### src/rtl/jk_reg_bank.sv
// Multi-mode register bank built from WIDTH JK cells.
// Modes: JK bank, up counter, down counter, serial shift-left.
module jk_reg_bank #(
  parameter int          WIDTH     = 8,
  parameter logic [31:0] RESET_VAL = '0
) (
  input  logic             clk,
  input  logic             rst_n,
  input  logic             en,
  input  logic [1:0]       mode,
  input  logic [WIDTH-1:0] j,
  input  logic [WIDTH-1:0] k,
  input  logic             ser_in,
  output logic [WIDTH-1:0] q,
  output logic             tc,
  output logic             wrap,
  output logic             changed
);

  localparam logic [WIDTH-1:0] RST_Q = RESET_VAL[WIDTH-1:0];

  localparam logic [1:0] M_JK   = 2'b00;
  localparam logic [1:0] M_UP   = 2'b01;
  localparam logic [1:0] M_DOWN = 2'b10;
  localparam logic [1:0] M_SHL  = 2'b11;

  logic [WIDTH-1:0] t_up;
  logic [WIDTH-1:0] t_dn;
  logic [WIDTH-1:0] shl;
  logic [WIDTH-1:0] cj;
  logic [WIDTH-1:0] ck;
  logic [WIDTH-1:0] q_nxt;
  logic             all_one;
  logic             all_zero;

  // Ripple toggle enables: a bit toggles when every lower bit is 1 (up) or 0 (down)
  always_comb begin
    t_up    = '0;
    t_dn    = '0;
    t_up[0] = 1'b1;
    t_dn[0] = 1'b1;
    for (int i = 1; i < WIDTH; i++) begin
      t_up[i] = t_up[i-1] & q[i-1];
      t_dn[i] = t_dn[i-1] & ~q[i-1];
    end
  end

  assign shl      = {q[WIDTH-2:0], ser_in};
  assign all_one  = &q;
  assign all_zero = ~|q;

  // Select the J/K drive of every cell; shift mode sets or clears each bit
  always_comb begin
    cj = '0;
    ck = '0;
    unique case (mode)
      M_JK: begin
        cj = j;
        ck = k;
      end
      M_UP: begin
        cj = t_up;
        ck = t_up;
      end
      M_DOWN: begin
        cj = t_dn;
        ck = t_dn;
      end
      M_SHL: begin
        cj = shl;
        ck = ~shl;
      end
      default: begin
        cj = '0;
        ck = '0;
      end
    endcase
  end

  // Characteristic equation of a JK cell, applied bitwise
  always_comb begin
    q_nxt = (cj & ~q) | (~ck & q);
  end

  // Terminal count tracks mode combinationally
  always_comb begin
    tc = 1'b0;
    unique case (mode)
      M_UP:    tc = all_one;
      M_DOWN:  tc = all_zero;
      default: tc = 1'b0;
    endcase
  end

  // State and registered flags; reset wins, disabled edges clear the pulses
  always_ff @(posedge clk) begin
    if (!rst_n) begin
      q       <= RST_Q;
      wrap    <= 1'b0;
      changed <= 1'b0;
    end else if (!en) begin
      wrap    <= 1'b0;
      changed <= 1'b0;
    end else begin
      q       <= q_nxt;
      wrap    <= tc;
      changed <= (q_nxt != q);
    end
  end

endmodule

### config.mk
export PLATFORM = sky130hd
export DESIGN_NAME = jk_reg_bank
export DESIGN_NICKNAME = d
export VERILOG_FILES = /design/src/rtl/jk_reg_bank.sv
export SDC_FILE = /design/constraint.sdc
export NUM_CORES = 1
export LEC_CHECK = 0
export ABC_AREA = 1
export ABC_CLOCK_PERIOD_IN_PS = 1850
export BUFFER_PORTS_ARGS = -buffer_cell sky130_fd_sc_hd__buf_4
export CAP_MARGIN = 10
export CORE_MARGIN = 4
export CORE_UTILIZATION = 50
export CTS_CLUSTER_DIAMETER = 120
export CTS_CLUSTER_SIZE = 40
export DETAILED_ROUTE_END_ITERATION = 8
export GPL_TIMING_DRIVEN = 0
export PLACE_DENSITY = 0.75
export SLEW_MARGIN = 20
export SYNTH_ARGS = -nofsm -noshare
export SYNTH_HDL_FRONTEND = slang
export SYNTH_SLANG_ARGS = --single-unit
export TNS_END_PERCENT = 10
### constraint.sdc
create_clock -name clk -period 1.85 [get_ports clk]
set_input_delay 0.37 -clock clk [delete_from_list [all_inputs] [get_ports clk]]
set_output_delay 0.37 -clock clk [all_outputs]
set_load 0.005 [all_outputs]
# After elaboration in Yosys (flattened, before gate mapping)
# Cells that the tools add are included.
# totals
word_cells	40
in_bits	22
regBits	10
# op_classes
eq_ne	4
mux	3
reduce_logical	5
n_bitwise	25
# ops
operator	count
8-bit case mux with 4 select lines	2
8-bit NOT	3
8-bit bitwise AND	2
1-bit bitwise AND	12
8-bit inequality test	1
8-bit bitwise OR	1
8-bit AND reduction	1
8-bit OR reduction	1
1-bit NOT	7
2-bit == test (second input constant)	2
2-bit by 1-bit == test with 1-bit output (second input constant)	1
2-bit zero test	1
1-bit case mux with 2 select lines	1
2-bit AND reduction	1
1-bit zero test	1

# Longest topological paths before layout
# Gate-level depths: netlist (run 1).
# depth
depth_word	12
mapped_depth	13

# Least setup slack after synthesis (run 1)
# No wires, ideal clock.
# synth_timing
path_kind	in2reg
start	input port mode[1]
end	register changed
t_arrival_ps	1490
stages	11
t_required_ps	1734
setup_ps	116
path_slack_ps	244
path_cell_list	inv_1 ha_1 inv_2 buf_6 or2_1 nand3_1 nand3_1 nor2_1 nand3_1 nor2_1 nor2_1
# synth_via
elab_chain_len	6
# synth_rtl
element	line_no	rtl
start, declared	10	input logic [1:0] mode,
2-bit == test, or another cell as far along	56	unique case (mode)
8-bit case mux with 4 select lines	56	
8-bit NOT	82	q_nxt = (cj & ~q) | (~ck & q);
8-bit bitwise AND	82	
8-bit bitwise OR (*)	82	
8-bit inequality test (*)	107	changed <= (q_nxt != q);
end signal, assigned	107	
end, declared	17	output logic changed
# Every way passes the cells marked *; elsewhere a longest branch is shown, timed or not.
# A chain may end at the register's enable or synchronous reset.

# Worst setup path after layout (run 1)
# layout_timing
start	register q[0]
end	output port tc
# layout_via
elab_chain_len	3
# layout_rtl
element	line_no	rtl
start, declared	14	output logic [WIDTH-1:0] q,
start signal, assigned	105	q <= q_nxt;
8-bit OR reduction	50	assign all_zero = ~|q;
1-bit zero test	50	
1-bit case mux with 2 select lines (*)	88	unique case (mode)
end, declared	15	output logic tc,
# Marks and branches as above.

==> qor.csv, run 1 <==
metric,value,unit
cts_buffers,3,
skew,0.00393,ns
crit_path_end_kind,primary output,
cts_max_level,1,
drv_cap,0,
nets,251,
utilization,73.8,%
syn_inst,183,
core_area,1980,µm²
area_delta_synth_final,38.8,%
path_clk_slew,0.08,ns
setup_viol,0,
ant_nets,0,
synth_area_leader_cell,dfxtp_1,
n_antenna_cell,0,
hold_class,input port to flop,
fin_crit_sh,100,%
place.gp.congestion,0.858,
powerDensity,537,nW/µm²
worstSkewPairLatency,0.28,ns
worstPathCellList,buf_6 > nand2_4 > nor2_4 > nand4_4 > nor2_4 > o21ai_2 > a21oi_1 > buf_4,
cts_tree,yes,
ctsLongestPathBuffers,2,
grt_use_total,22.8,%
rows,16,
ys_async_sr_fraction,0,%
synth_seq_cells,10,
worst-path-max-fanout,7,
grt_max_degree,11,
die_h,53.9,µm
die_w,53.9,µm
yosysSeqAreaShare,19.0,%
dp_cells,241,
synthTopCellsByCount,"nand2_1, nor2_1, nand3_1",
post-place-ws,-0.162,ns
start_util,53.2,%
routed_wl,3080,µm
peakVddDrop,0.373,mV
wl_per_cell,12.3,µm
met1_usage,30.2,%
cp-start-kind,flop,
grt.busiest_layer,met2,
cts_root_buffer,clkbuf_4,
synth_warnings,0,
synth.distinct_cells,28,
finalHoldViolCount,0,
gr-usage-met2,34.7,%
dp_hpwl,2220,µm
leakage,0.724,nW
die_area,2910,µm²
ioPinCount,33,
worst_slew_pin_slew,0.459,ns
slew_viol_final,0,
vias,1327,
relSlewSlack,69.4,%
path_class,flop to primary output,
clock.fmax,541,MHz
setup_slack,0.000838,ns
synthesis.nets,209,
yosys.area.top_type_share,19.0,%
use_met3,4.16,%
drive_above_1_share,32.6,%
synth_flop_cell,dfxtp_1,
crit_top_cell,nor2_4,
grt_pass1_wl,4800,µm
avgSynthCellArea,5.76,µm²
overflow,0,
synth_area,1050,µm²
io_buffers,31,
grt_pass1_vias,1101,
slowest_stage,dfxtp_2,
viasPerCell,5.29,
antenna_found_initial,0,
stdcell_count,251,
cp_data_required_time,1.48,ns
outcome,completed,
first_pass_iters,4,
synth_most_common_cell,nand2_1,
min_period,1.85,ns
synth.area.top_cells,"dfxtp_1, nand2_1, nor2_1",
critPathMaxStageDelay,0.34,ns
rsz0062_at_grt,yes,
synth-edff-count,0,
drtIter0Drc,40,
cts_num_sinks,10,
drc,0,
cp.arrival,1.48,ns
## per-stage QoR
step,power (W),setup TNS [ns],hold WS [ns],instance area [µm²]
2_1_floorplan,0.000436,0,0.513,1050
3_3_place_gp,0.000533,-0.168,0.520,1320
3_5_place_dp,0.000537,-0.213,0.534,1320
4_1_cts,0.000771,0,0.407,1440
5_1_grt,0.000832,-0.0795,0.489,1460
6_report,0.000786,0,0.409,1460
## worst max-delay path, delay by kind of cell, from the launching register on
kind | cells | cell delay (ns)
AND/OR/NAND/NOR | 4 | 0.41
flip-flops | 1 | 0.34
buffers and inverters | 2 | 0.25
AO/OA/AOI/OAI | 2 | 0.18
## cell usage in the layout (no fill, tap or decap), types with 2 or more instances in the layout
| cell | instances |
|---|---|
| nand4_1 | 6 |
| a21oi_1 | 5 |
| nand3_2 | 3 |
| ha_2 | 3 |
| nor2_4 | 3 |
| clkbuf_4 | 3 |
| o21ai_1 | 4 |
| inv_1 | 13 |
| inv_2 | 4 |
| o21ai_0 | 12 |
| a31oi_1 | 3 |
| nand2_2 | 2 |
| nand3_1 | 16 |
| buf_4 | 37 |
| nand2_1 | 44 |
| nor2_2 | 2 |
| clkbuf_1 | 2 |
| buf_2 | 3 |
| buf_6 | 4 |
| nor2_1 | 28 |
| dfxtp_2 | 4 |
| or2_1 | 5 |
| dfxtp_1 | 6 |
## logic make-up (layout without fill, tap and decap cells)
| family | count (synthesis) | after routing | synth area share [%] |
|---|---|---|---|
| adders and majority gates | 4 | 4 | 4.75 |
| AOI/OAI and AO/OA | 29 | 29 | 15.1 |
| buffers and inverters | 26 | 67 | 11.3 |
| and+or+nand+nor | 114 | 114 | 49.9 |
| DFF | 10 | 10 | 19.0 |
## area by class of cell
cell class,instances,area [µm²]
Sequential cell,10,205
Inverter,17,63.8
Tap cell,27,33.8
Timing Repair Buffer,37,278
Fill cell,164,519
Clock buffer,4,36.3
Multi-Input combinational cell,147,778
Buffer,9,67.6
## where the power goes
group | switching [W] | leakage, nW | internal [W]
sequential | 0.0000198 | 0.0838 | 0.000233
clock | 0.0000951 | 0.0210 | 0.000120
combinational | 0.000172 | 0.619 | 0.000145
total | 0.000287 | 0.724 | 0.000498
## path summary, 6_finish.rpt
| check | startpoint | end | slack (ns) | cells past startpoint |
|---|---|---|---|---|
| max | q[0] | tc | 0.0008 | 8 |
| min | en | q[6] | 0.41 | 4 |
| max reg2reg | q[0] | changed | 0.25 | 11 |
| min reg2reg | q[6] | q[6] | 0.55 | 2 |
## repair_timing
action | 4_1_cts | 5_1_grt
setup endpoints to repair | 1 | 2
gates resized for setup | 16 | 5
pin swaps | 5 | 2
hold buffers | 0 | 0
setup buffers | 5 | 1
## layer usage
metal | wire length, µm | vias up
met4 | 66 | 0
met3 | 284 | 10
met2 | 1420 | 52
li1 | - | 686
met5 | 0 | -
met1 | 1310 | 579
## flip-flops by register name, summed over array words and instances (netlist names)
signal   count
q            8
changed      1
wrap         1
Power figures use the tool's default switching activity.
==> run 2, diff against run 1 <==
--- a/config.mk
+++ b/config.mk
@@ -16,6 +16,7 @@
 export DETAILED_ROUTE_END_ITERATION = 8
 export GPL_TIMING_DRIVEN = 0
 export PLACE_DENSITY = 0.75
+export SETUP_SLACK_MARGIN = 0.4
 export SLEW_MARGIN = 20
 export SYNTH_ARGS = -nofsm -noshare
 export SYNTH_HDL_FRONTEND = slang
==> run 2 against run 1 <==
- setup slack gained 0.017 ns
- via count up 2.6%
- worst hold slack better by 0.016 ns
- clock-buffer cell count is 1 lower
- final cell count increased by 0.40%
- total power decreased by 3.6%
- clock power fell by 26%
- utilization increased by 2.8 points
- clock skew is essentially flat
- global-route usage is 1.3 points higher
- routed wire length increased by 6.3%
==> qor.csv, run 2 (synthesized netlist as in run 1, its figures left out) <==
metric,value,unit
outcome,completed,
fin_crit_sh,99.0,%
combPwrFrac,45.5,%
hold_class,input port to flop,
ant_nets,0,
grt_use_total,24.0,%
n_fill_cell,171,
finalHoldViolCount,0,
cp_data_required_time,1.48,ns
start_util,53.2,%
dp_hpwl,2250,µm
ctsLongestPathBuffers,2,
total_power,0.000757,W
cp.arrival,1.46,ns
cts_max_level,1,
cts_root_buffer,clkbuf_4,
slowest_stage,dfxtp_2,
leakage,0.734,nW
fin_tns_setup,0,ns
worstSkewPairLatency,0.27,ns
rr_endpoint,changed,
cts_num_sinks,10,
post-place-ws,-0.0670,ns
overflow,0,
antenna_found_initial,0,
drtIter0Drc,55,
holdWs,0.425,ns
cts_tree,yes,
drc,0,
drive_above_1_share,34.7,%
holdCritStartpoint,en,
viasPerCell,5.40,
routed_wl,3270,µm
die_area,2910,µm²
vias,1362,
die_h,53.9,µm
p_clk_share,21.0,%
regArea,205,µm²
crit_path_end_kind,primary output,
p_switching,0.000290,W
setup_slack,0.0180,ns
rows,16,
largest_register_ffs,8,
r2r-start,q[0],
setup_viol,0,
critPathBufInv,2,
seq_power_share,33.5,%
worst-path-max-fanout,4,
min_period,1.83,ns
grt_pass1_vias,1132,
ioPinCount,33,
grt_max_degree,11,
area_delta_synth_final,44.2,%
relSlewSlack,69.3,%
reg.largest.list,"q x8, changed x1, wrap x1",
slew_viol_final,0,
powerDensity,499,nW/µm²
clock.fmax,546,MHz
power_switching_share,38.3,%
core_area,1980,µm²
hold_buffers,0,
crit_top_cell,nor2_4,
internal_power,0.000468,W
path_delay_family,simple AND/OR/NAND/NOR gates,
min_path_cells,4,
hold_end,q[6],
worst_slew_pin_slew,0.461,ns
io_buffers,31,
wl_per_cell,13.0,µm
layout_commonest_cell,nand2_1,
peakVddDrop,0.383,mV
cp-start-kind,flop,
drv_cap,0,
place.gp.congestion,0.863,
critPathMaxStageDelay,0.35,ns
cts_buffers,3,
path_clk_slew,0.07,ns
worstPathCellList,buf_6 > nand2_4 > nor2_4 > nand4_4 > nor2_4 > o21ai_2 > a21oi_2 > buf_4,
grt_pass1_wl,5070,µm
path_class,flop to primary output,
r2r_slack,0.19,ns
n_antenna_cell,0,
reg2regPathDepth,13,
nets,253,
first_pass_iters,4,
max_flop_register,q,
multiInputGateArea,831,µm²
layout_common_cells,"nand2_1, buf_4, nor2_1",
skew,0.00433,ns
rsz0062_at_grt,yes,
die_w,53.9,µm
## run 2: layout make-up
class,count,area share [%]
Multi-Input combinational cell,147,54.7
Timing Repair Buffer,39,19.3
Sequential cell,10,13.5
Buffer,9,4.61
Inverter,17,4.20
Tap cell,27,2.22
Clock buffer,3,1.48
## run 2: power groups by stage
stage | sequential (W) | clock, W | combinational [W]
2_1_floorplan | 0.000253 | 0 | 0.000186
3_3_place_gp | 0.000253 | 0 | 0.000284
3_5_place_dp | 0.000254 | 0 | 0.000288
4_1_cts | 0.000252 | 0.000161 | 0.000322
5_1_grt | 0.000255 | 0.000175 | 0.000382
6_report | 0.000253 | 0.000159 | 0.000345
## run 2: worst max-delay path by stage
stage | from | endpoint | slack (ns) | depth (start not counted)
after global routing | mode[0] | tc | -0.05 | 8
after global placement | mode[1] | changed | -0.05 | 14
after detailed placement | mode[0] | changed | -0.07 | 13
final | q[3] | tc | 0.02 | 8
after CTS | q[3] | tc | 0.03 | 8
after floorplan | mode[1] | tc | 0.30 | 6
## run 2: repair_timing
item | in CTS | in global routing
setup endpoints to repair | 3 | 6
gates cloned | 0 | 0
resized for setup | 18 | 8
pin swaps | 3 | 8
setup buffers | 7 | 1
## run 2: through the flow
step / instances / cell area, µm² / utilization [%]
2_1_floorplan: 183 / 1070 / -
3_3_place_gp: 241 / 1340 / 67.5
3_5_place_dp: 241 / 1340 / 67.5
4_1_cts: 251 / 1480 / 74.6
5_1_grt: 252 / 1520 / 76.6
6_report: 252 / 1520 / 76.6
## run 2: tightest hold or removal path, stage by stage
cell	delay, ns
buf_4	0.09
nand3_1	0.07
nand3_1	0.06
o21ai_1	0.05
## run 2: routing by layer
metal	part of all wire, %	track usage [%]	vias up
met5	0	0	-
met4	2.4	11.9	0
met3	7.8	3.05	9
met2	47	36.9	63
met1	43	32.7	608
li1	-	-	682
